[src/rtl/seg_display_pkg.sv]
// Shared definitions for the multiplexed seven-segment display controller:
// display-word field positions, the glyph table and the blank-segment constant.
package seg_display_pkg;

  // Display word layout: [6] blink, [5] enable, [4:1] glyph code, [0] DP
  localparam int WORD_W    = 7;
  localparam int BLINK_POS = 6;
  localparam int EN_POS    = 5;
  localparam int CODE_HI   = 4;
  localparam int CODE_LO   = 1;
  localparam int DP_POS    = 0;

  // Active-high segment patterns {g,f,e,d,c,b,a}, indexed by glyph code.
  // Codes 0-9 are decimal digits, 10-15 are A, b, C, d, E, F.
  localparam logic [15:0][6:0] GLYPHS = {
    7'h71,  // F
    7'h79,  // E
    7'h5E,  // d
    7'h39,  // C
    7'h7C,  // b
    7'h77,  // A
    7'h6F,  // 9
    7'h7F,  // 8
    7'h07,  // 7
    7'h7D,  // 6
    7'h6D,  // 5
    7'h66,  // 4
    7'h4F,  // 3
    7'h5B,  // 2
    7'h06,  // 1
    7'h3F   // 0
  };

  // Active-high pattern with every segment dark
  localparam logic [6:0] SEG_OFF = 7'h00;

endpackage

[src/rtl/seg7_glyph_decoder.sv]
// Combinational glyph decoder: 4-bit code to active-high {g,f,e,d,c,b,a}.
module seg7_glyph_decoder
  import seg_display_pkg::*;
(
  input  logic [3:0] code,
  output logic [6:0] seg
);

  assign seg = GLYPHS[code];

endmodule

[src/rtl/seg_display_mux.sv]
// Multiplexed seven-segment display controller. A per-digit register file is
// written from the system side; a free-running scan timer selects one digit
// per slot and drives registered anode, segment and DP outputs with per-digit
// enable/blink and global PWM brightness.
module seg_display_mux
  import seg_display_pkg::*;
#(
  parameter int NUM_DIGITS = 8,
  parameter int SCAN_LOG2  = 17,
  parameter int BLINK_LOG2 = 5,
  parameter int ACTIVE_LOW = 1
) (
  input  logic                                           clk,
  input  logic                                           rst,
  input  logic                                           W,
  input  logic [((NUM_DIGITS > 1) ? $clog2(NUM_DIGITS) : 1)-1:0] WADD,
  input  logic [6:0]                                     DIN,
  input  logic [3:0]                                     bright,
  output logic [NUM_DIGITS-1:0]                          E,
  output logic [6:0]                                     segOut,
  output logic                                           DP
);

  localparam int AW = (NUM_DIGITS > 1) ? $clog2(NUM_DIGITS) : 1;
  localparam logic [AW-1:0] LAST_IDX = AW'(NUM_DIGITS - 1);
  localparam logic POL = (ACTIVE_LOW != 0);

  // Inactive level of each output after polarity is applied
  localparam logic [NUM_DIGITS-1:0] E_IDLE   = {NUM_DIGITS{POL}};
  localparam logic [6:0]            SEG_IDLE = SEG_OFF ^ {7{POL}};

  logic [WORD_W-1:0]   words [NUM_DIGITS];
  logic [SCAN_LOG2-1:0] slot_cnt;
  logic [AW-1:0]        idx;
  logic [BLINK_LOG2:0]  frame_cnt;

  logic                 slot_wrap;
  logic                 idx_wrap;
  logic [WORD_W-1:0]    cur_word;
  logic [3:0]           phase;
  logic                 blink_ph;
  logic                 lit_p0;
  logic [6:0]           glyph_p0;
  logic [NUM_DIGITS-1:0] e_p0;
  logic [6:0]           seg_p0;
  logic                 dp_p0;

  // Register file: out-of-range addresses are ignored, reset blanks all digits
  always_ff @(posedge clk) begin
    if (rst) begin
      for (int i = 0; i < NUM_DIGITS; i++) words[i] <= '0;
    end else if (W && (int'(WADD) < NUM_DIGITS)) begin
      words[WADD] <= DIN;
    end
  end

  assign slot_wrap = &slot_cnt;
  assign idx_wrap  = slot_wrap && (idx == LAST_IDX);

  // Scan timer: slot counter, digit index and frame counter
  always_ff @(posedge clk) begin
    if (rst) begin
      slot_cnt  <= '0;
      idx       <= '0;
      frame_cnt <= '0;
    end else begin
      slot_cnt <= slot_cnt + 1'b1;
      if (slot_wrap) idx <= idx_wrap ? '0 : idx + 1'b1;
      if (idx_wrap)  frame_cnt <= frame_cnt + 1'b1;
    end
  end

  // Stage p0: select the current word and decide whether it is lit this cycle
  assign cur_word = words[idx];
  assign phase    = slot_cnt[SCAN_LOG2-1 -: 4];
  assign blink_ph = frame_cnt[BLINK_LOG2];
  assign lit_p0   = cur_word[EN_POS] && (phase <= bright) &&
                    !(cur_word[BLINK_POS] && blink_ph);

  seg7_glyph_decoder u_glyph (
    .code (cur_word[CODE_HI:CODE_LO]),
    .seg  (glyph_p0)
  );

  // Active-high drive values for the selected digit
  always_comb begin
    e_p0   = '0;
    seg_p0 = SEG_OFF;
    dp_p0  = 1'b0;
    if (lit_p0) begin
      e_p0   = NUM_DIGITS'(1) << idx;
      seg_p0 = glyph_p0;
      dp_p0  = cur_word[DP_POS];
    end
  end

  // Output registers with board polarity applied
  always_ff @(posedge clk) begin
    if (rst) begin
      E      <= E_IDLE;
      segOut <= SEG_IDLE;
      DP     <= POL;
    end else begin
      E      <= e_p0 ^ E_IDLE;
      segOut <= seg_p0 ^ {7{POL}};
      DP     <= dp_p0 ^ POL;
    end
  end

endmodule

[config.mk]
export PLATFORM = sky130hd
export DESIGN_NAME = seg_display_mux
export DESIGN_NICKNAME = d
export VERILOG_FILES = /design/src/rtl/seg_display_pkg.sv /design/src/rtl/seg7_glyph_decoder.sv /design/src/rtl/seg_display_mux.sv
export SDC_FILE = /design/constraint.sdc
export NUM_CORES = 1
export LEC_CHECK = 0
export CAP_MARGIN = 25
export CELL_PAD_IN_SITES_DETAIL_PLACEMENT = 0
export CELL_PAD_IN_SITES_GLOBAL_PLACEMENT = 1
export CORE_UTILIZATION = 51
export CTS_CLUSTER_SIZE = 25
export DETAILED_ROUTE_END_ITERATION = 8
export GPL_TIMING_DRIVEN = 0
export PLACE_DENSITY_LB_ADDON = 0.1
export SLEW_MARGIN = 25
export SYNTH_ARGS = -nofsm -noshare
export SYNTH_HDL_FRONTEND = slang
export SYNTH_HIERARCHICAL = 1
export SYNTH_SLANG_ARGS = --single-unit
[constraint.sdc]
create_clock -name clk -period 7.45 [get_ports clk]
set_input_delay 1.49 -clock clk [delete_from_list [all_inputs] [get_ports clk]]
set_output_delay 1.49 -clock clk [all_outputs]
set_load 0.01 [all_outputs]
==> run summary <==
The number of post-CTS setup repair buffers came out at 0. Post-CTS repair changed the size of 0 cells. The worst setup path is captured at a flop. The standard cell with the maximum stage delay on the critical path is a311oi_2. The area of the die is 9710 um2. The run finished, with violations left. Across all register-to-register paths, the minimum setup slack is 4800 ps. The worst hold path terminates at slot_cnt[0]. The worst setup path is launched from an input pin. The post-route netlist has 14.0% of its cells at a drive strength greater than 1. The H-tree was split into 3 levels.

After synthesis the netlist holds a flip-flop and latch count of 101. The class of the tightest hold or removal check is reg -> reg. Synthesis produced a netlist whose cell count is 395.

Once detail routing completed, the nets flagged for antenna violations numbered 0. The tools report the capture instance of the worst register-to-register path as segOut[3]. The largest clock skew in the final design is 17.8 ps, and the part of the total power dissipated in combinational logic is 7.2%. The internal power component is 0.000780 W. In the final routed layout, each cell accounts on average for 15.5 um. Global-route wire length before repair: 14.7 mm.

For the number of antenna violations at the first check in global routing, the log shows 0. Routability-driven placement finished with a final weighted congestion of 0.740. After filler insertion, the fill cell instance count of the layout stands at 743. The number of max-slew violations in the final report is 0. The critical path arrival is 3520 ps.

The tools report the number of maximum-capacitance violations as 0. Clock tree synthesis found a total of 101 sinks. The final critical path takes up 43.9% of the cycle. For this run, the top clock speed supported by timing is 0.305 GHz.

The core region is 8890 um2. The initial standard-cell utilization of the core was 53.5%; the number of buffers created by CTS was 9. Count of hold-fix buffers inserted at cts: 0.

Setup repair after global routing left no endpoint under its margin. At the pin with the least slew margin, the transition time is 777 ps. From bottom edge to top edge, the die measures 98.5 um. The instance count along the most critical hold path is 1, and the number of synthesized flops with an enable pin is 56.

The top-level port count came out at 33. TritonCTS built the clock tree. In the global route stage, met1 resource usage came out at 25.0%. For this design the ratio of total power to cell area is 192 nW/um2. Counting every net in the synthesized netlist gives 432. VDD sags by at most 0.000104 V. The number of DRC markers in iteration 0 is 115, and the mean instance size in the synthesized netlist is 12.0 um2.

The proportion of power drawn by the clock network came out at 33.2%. The total overflow left after global routing is 0. The critical-path maximum fanout was 10; the pin count of the biggest net entering global routing was 21. Depth of the most critical reg-to-reg path: 10.

The run gives 550 as the number of standard cells in the layout, taps in and fillers out. After layout, the minimum clock period comes to 3270 ps. For met3 alone, demand over resource in global routing was 3.62%. The tree is rooted in a clkbuf_8. The most instantiated flip-flop cell in the synthesis netlist is edfxtp_1. In this run the power spent charging and discharging nets is 0.000258 W. In the global route stage, met2 resource usage came out at 33.2%.

The run gives 0 ps as the final total negative setup slack. The proportion of total power due to net switching is 24.9%. Across every metal layer, demand over resource in global routing totals 19.5%. Via count of the first global-routing pass: 2958. Count of port buffers added during placement: 31. The number of cell rows is 34.

The clock insertion delay at the later pin of the skew report was 380 ps. The Yosys step of the flow raised 6 warnings. The longest individual stage delay on the worst path came out at 540 ps.

The run gives 4750 um2 as the summed instance area of the synthesized netlist. The setup path with the least slack is of type in -> reg. Sequential share of power: 59.6%. After clock tree synthesis, the clock-pin slew on the worst setup and hold paths is 100 ps. The worst hold path begins at slot_cnt[0]. The final reports fail on design-rule violations. In this run the deepest clock path goes through 2 buffers. The footprint of the multi-input gates came out at 2010 um2.

The logs give 50 for the number of unique standard cell types used by synthesis and 0 for the number of hold violations in the final report. The kind of cell with the highest combined delay along the critical path is buffers and inverters. Relative to the synthesized area, the layout overhead comes to 13.5%. In this run the horizontal extent of the chip is 98.5 um. Setup violations remaining at the end of the flow were counted as 0. Most congested layer reported by global routing: met2. The repair_antennas step left the layout with diodes totalling 0. Of the synthesized area, sequential elements account for 54.3%. For the required time of the critical path, the log shows 7690 ps. The async set-reset flop share out of synthesis was 0%; the net count reported at finish was 474. The sequential cell area was 2580 um2; the mean number of vias per cell was 5.36.

The critical path contains buffers and inverters numbering 3 combined. Walking the worst path, the cells encountered are clkdlybuf4s50_1 -> inv_1 -> ha_1 -> a21oi_1 -> a41oi_1 -> a311oi_2 -> buf_2 -> nand4_1. The number of iterations in the first detailed-routing pass is 6, and the total number of vias is 2948.

For this design the static power due to leakage is 1.98 nW. The run gives 4 as the DRC violations left. In this run, placement finished with an instance count of 534.

The HPWL after detailed placement is 6.28 mm. Headroom to the max-slew limit came out at 47.8%. The total length of routed wires was 8.52 mm.
synthesized netlist by cell type, types with 2 or more instances:
cell / instances / area share (%)
nand3_1: 3 / 0.32
ha_1: 20 / 5.3
a21oi_1: 7 / 0.74
nand2b_1: 4 / 0.53
and2_1: 61 / 8.0
nand3b_1: 2 / 0.32
mux4_2: 11 / 5.2
nand2_1: 26 / 2.1
o31a_1: 2 / 0.37
or2_2: 8 / 1.1
nor3_1: 6 / 0.63
xnor2_1: 8 / 1.5
buf_2: 4 / 0.42
and3_1: 2 / 0.26
nor2_1: 29 / 2.3
edfxtp_1: 56 / 35
xor2_1: 8 / 1.5
dfxtp_1: 45 / 19
mux2_2: 4 / 0.95
a31o_2: 3 / 0.55
nand4_1: 22 / 2.9
inv_1: 14 / 1.1
mux2i_1: 8 / 1.7
nor2b_1: 8 / 1.1
buf_4: 4 / 0.63
nor4_1: 2 / 0.26
clkbuf_1: 4 / 0.32
buf_6: 2 / 0.47
flip-flops by register name, summed over array words and instances, names as in the netlist, named ones only:
register	cells
DP	1
segOut	7
slot_cnt	17
idx	3
words	56
E	8
frame_cnt	6
cell type report:
class | instances | area share, %
multi-input cells | 264 | 37.3
repair buffers | 31 | 5.75
plain buffers | 15 | 1.90
clock buffers | 9 | 2.30
clock inverters | 7 | 1.35
well taps | 108 | 2.50
flip-flops and latches | 101 | 47.9
inverters | 15 | 1.04
metrics by stage:
step / setup slack [ps] / total power, W / hold slack [ps] / instance area, um2 / utilization, %
floorplan: 4570 / 0.000674 / 430 / 4750 / -
global placement: 3830 / 0.000705 / 441 / 5200 / 58.5
detailed placement: 3770 / 0.000708 / 454 / 5200 / 58.5
CTS: 4180 / 0.00105 / 479 / 5400 / 60.7
global route: 3980 / 0.00108 / 516 / 5400 / 60.7
finish: 4180 / 0.00104 / 475 / 5400 / 60.7
per-layer routing:
metal,up-vias,share of wire (%)
li1,1483,-
met1,1410,47
met2,44,49
met3,11,2.7
met4,0,1.5
met5,-,0
layout by cell type, fill, tap and decap left out, types with 6 or more instances in the layout:
cell             instances
clkdlybuf4s50_1         31
mux2i_1                  8
and2_1                  61
dfxtp_1                 45
edfxtp_1                56
a21oi_1                  7
ha_1                    20
nor3_1                   6
nand4_1                 22
inv_1                   14
or2_2                    8
xor2_1                   8
nand2_1                 26
mux4_2                  11
nor2_1                  29
xnor2_1                  8
nor2b_1                  8
clkbuf_8                 9
worst max path at each step:
stage,from,endpoint,slack (ps),depth (start not counted)
CTS,bright[3],DP,4180,8
floorplan,rst,words[2][0],4570,4
global placement,bright[3],E[0],3830,8
finish,bright[3],DP,4180,8
global route,bright[3],DP,3980,8
detailed placement,bright[3],E[4],3770,8
kinds of logic after synthesis:
| group | synth area share, % |
|---|---|
| xor gates and xnor gates | 2.95 |
| buffers and inverters | 3.34 |
| AOI/OAI and AO/OA | 3.92 |
| adders and majority gates | 5.26 |
| muxes | 8.71 |
| and+or+nand+nor | 21.5 |
| DFF | 54.3 |
power by group through the flow:
| stage | clock [W] | combinational [W] | sequential (W) |
|---|---|---|---|
| after floorplan | 0 | 0.0000443 | 0.000630 |
| after global placement | 0 | 0.0000742 | 0.000631 |
| after detailed placement | 0 | 0.0000759 | 0.000632 |
| after CTS | 0.000355 | 0.0000760 | 0.000619 |
| after global routing | 0.000372 | 0.0000833 | 0.000621 |
| final | 0.000344 | 0.0000750 | 0.000619 |
(Power assumes the default switching activity.)
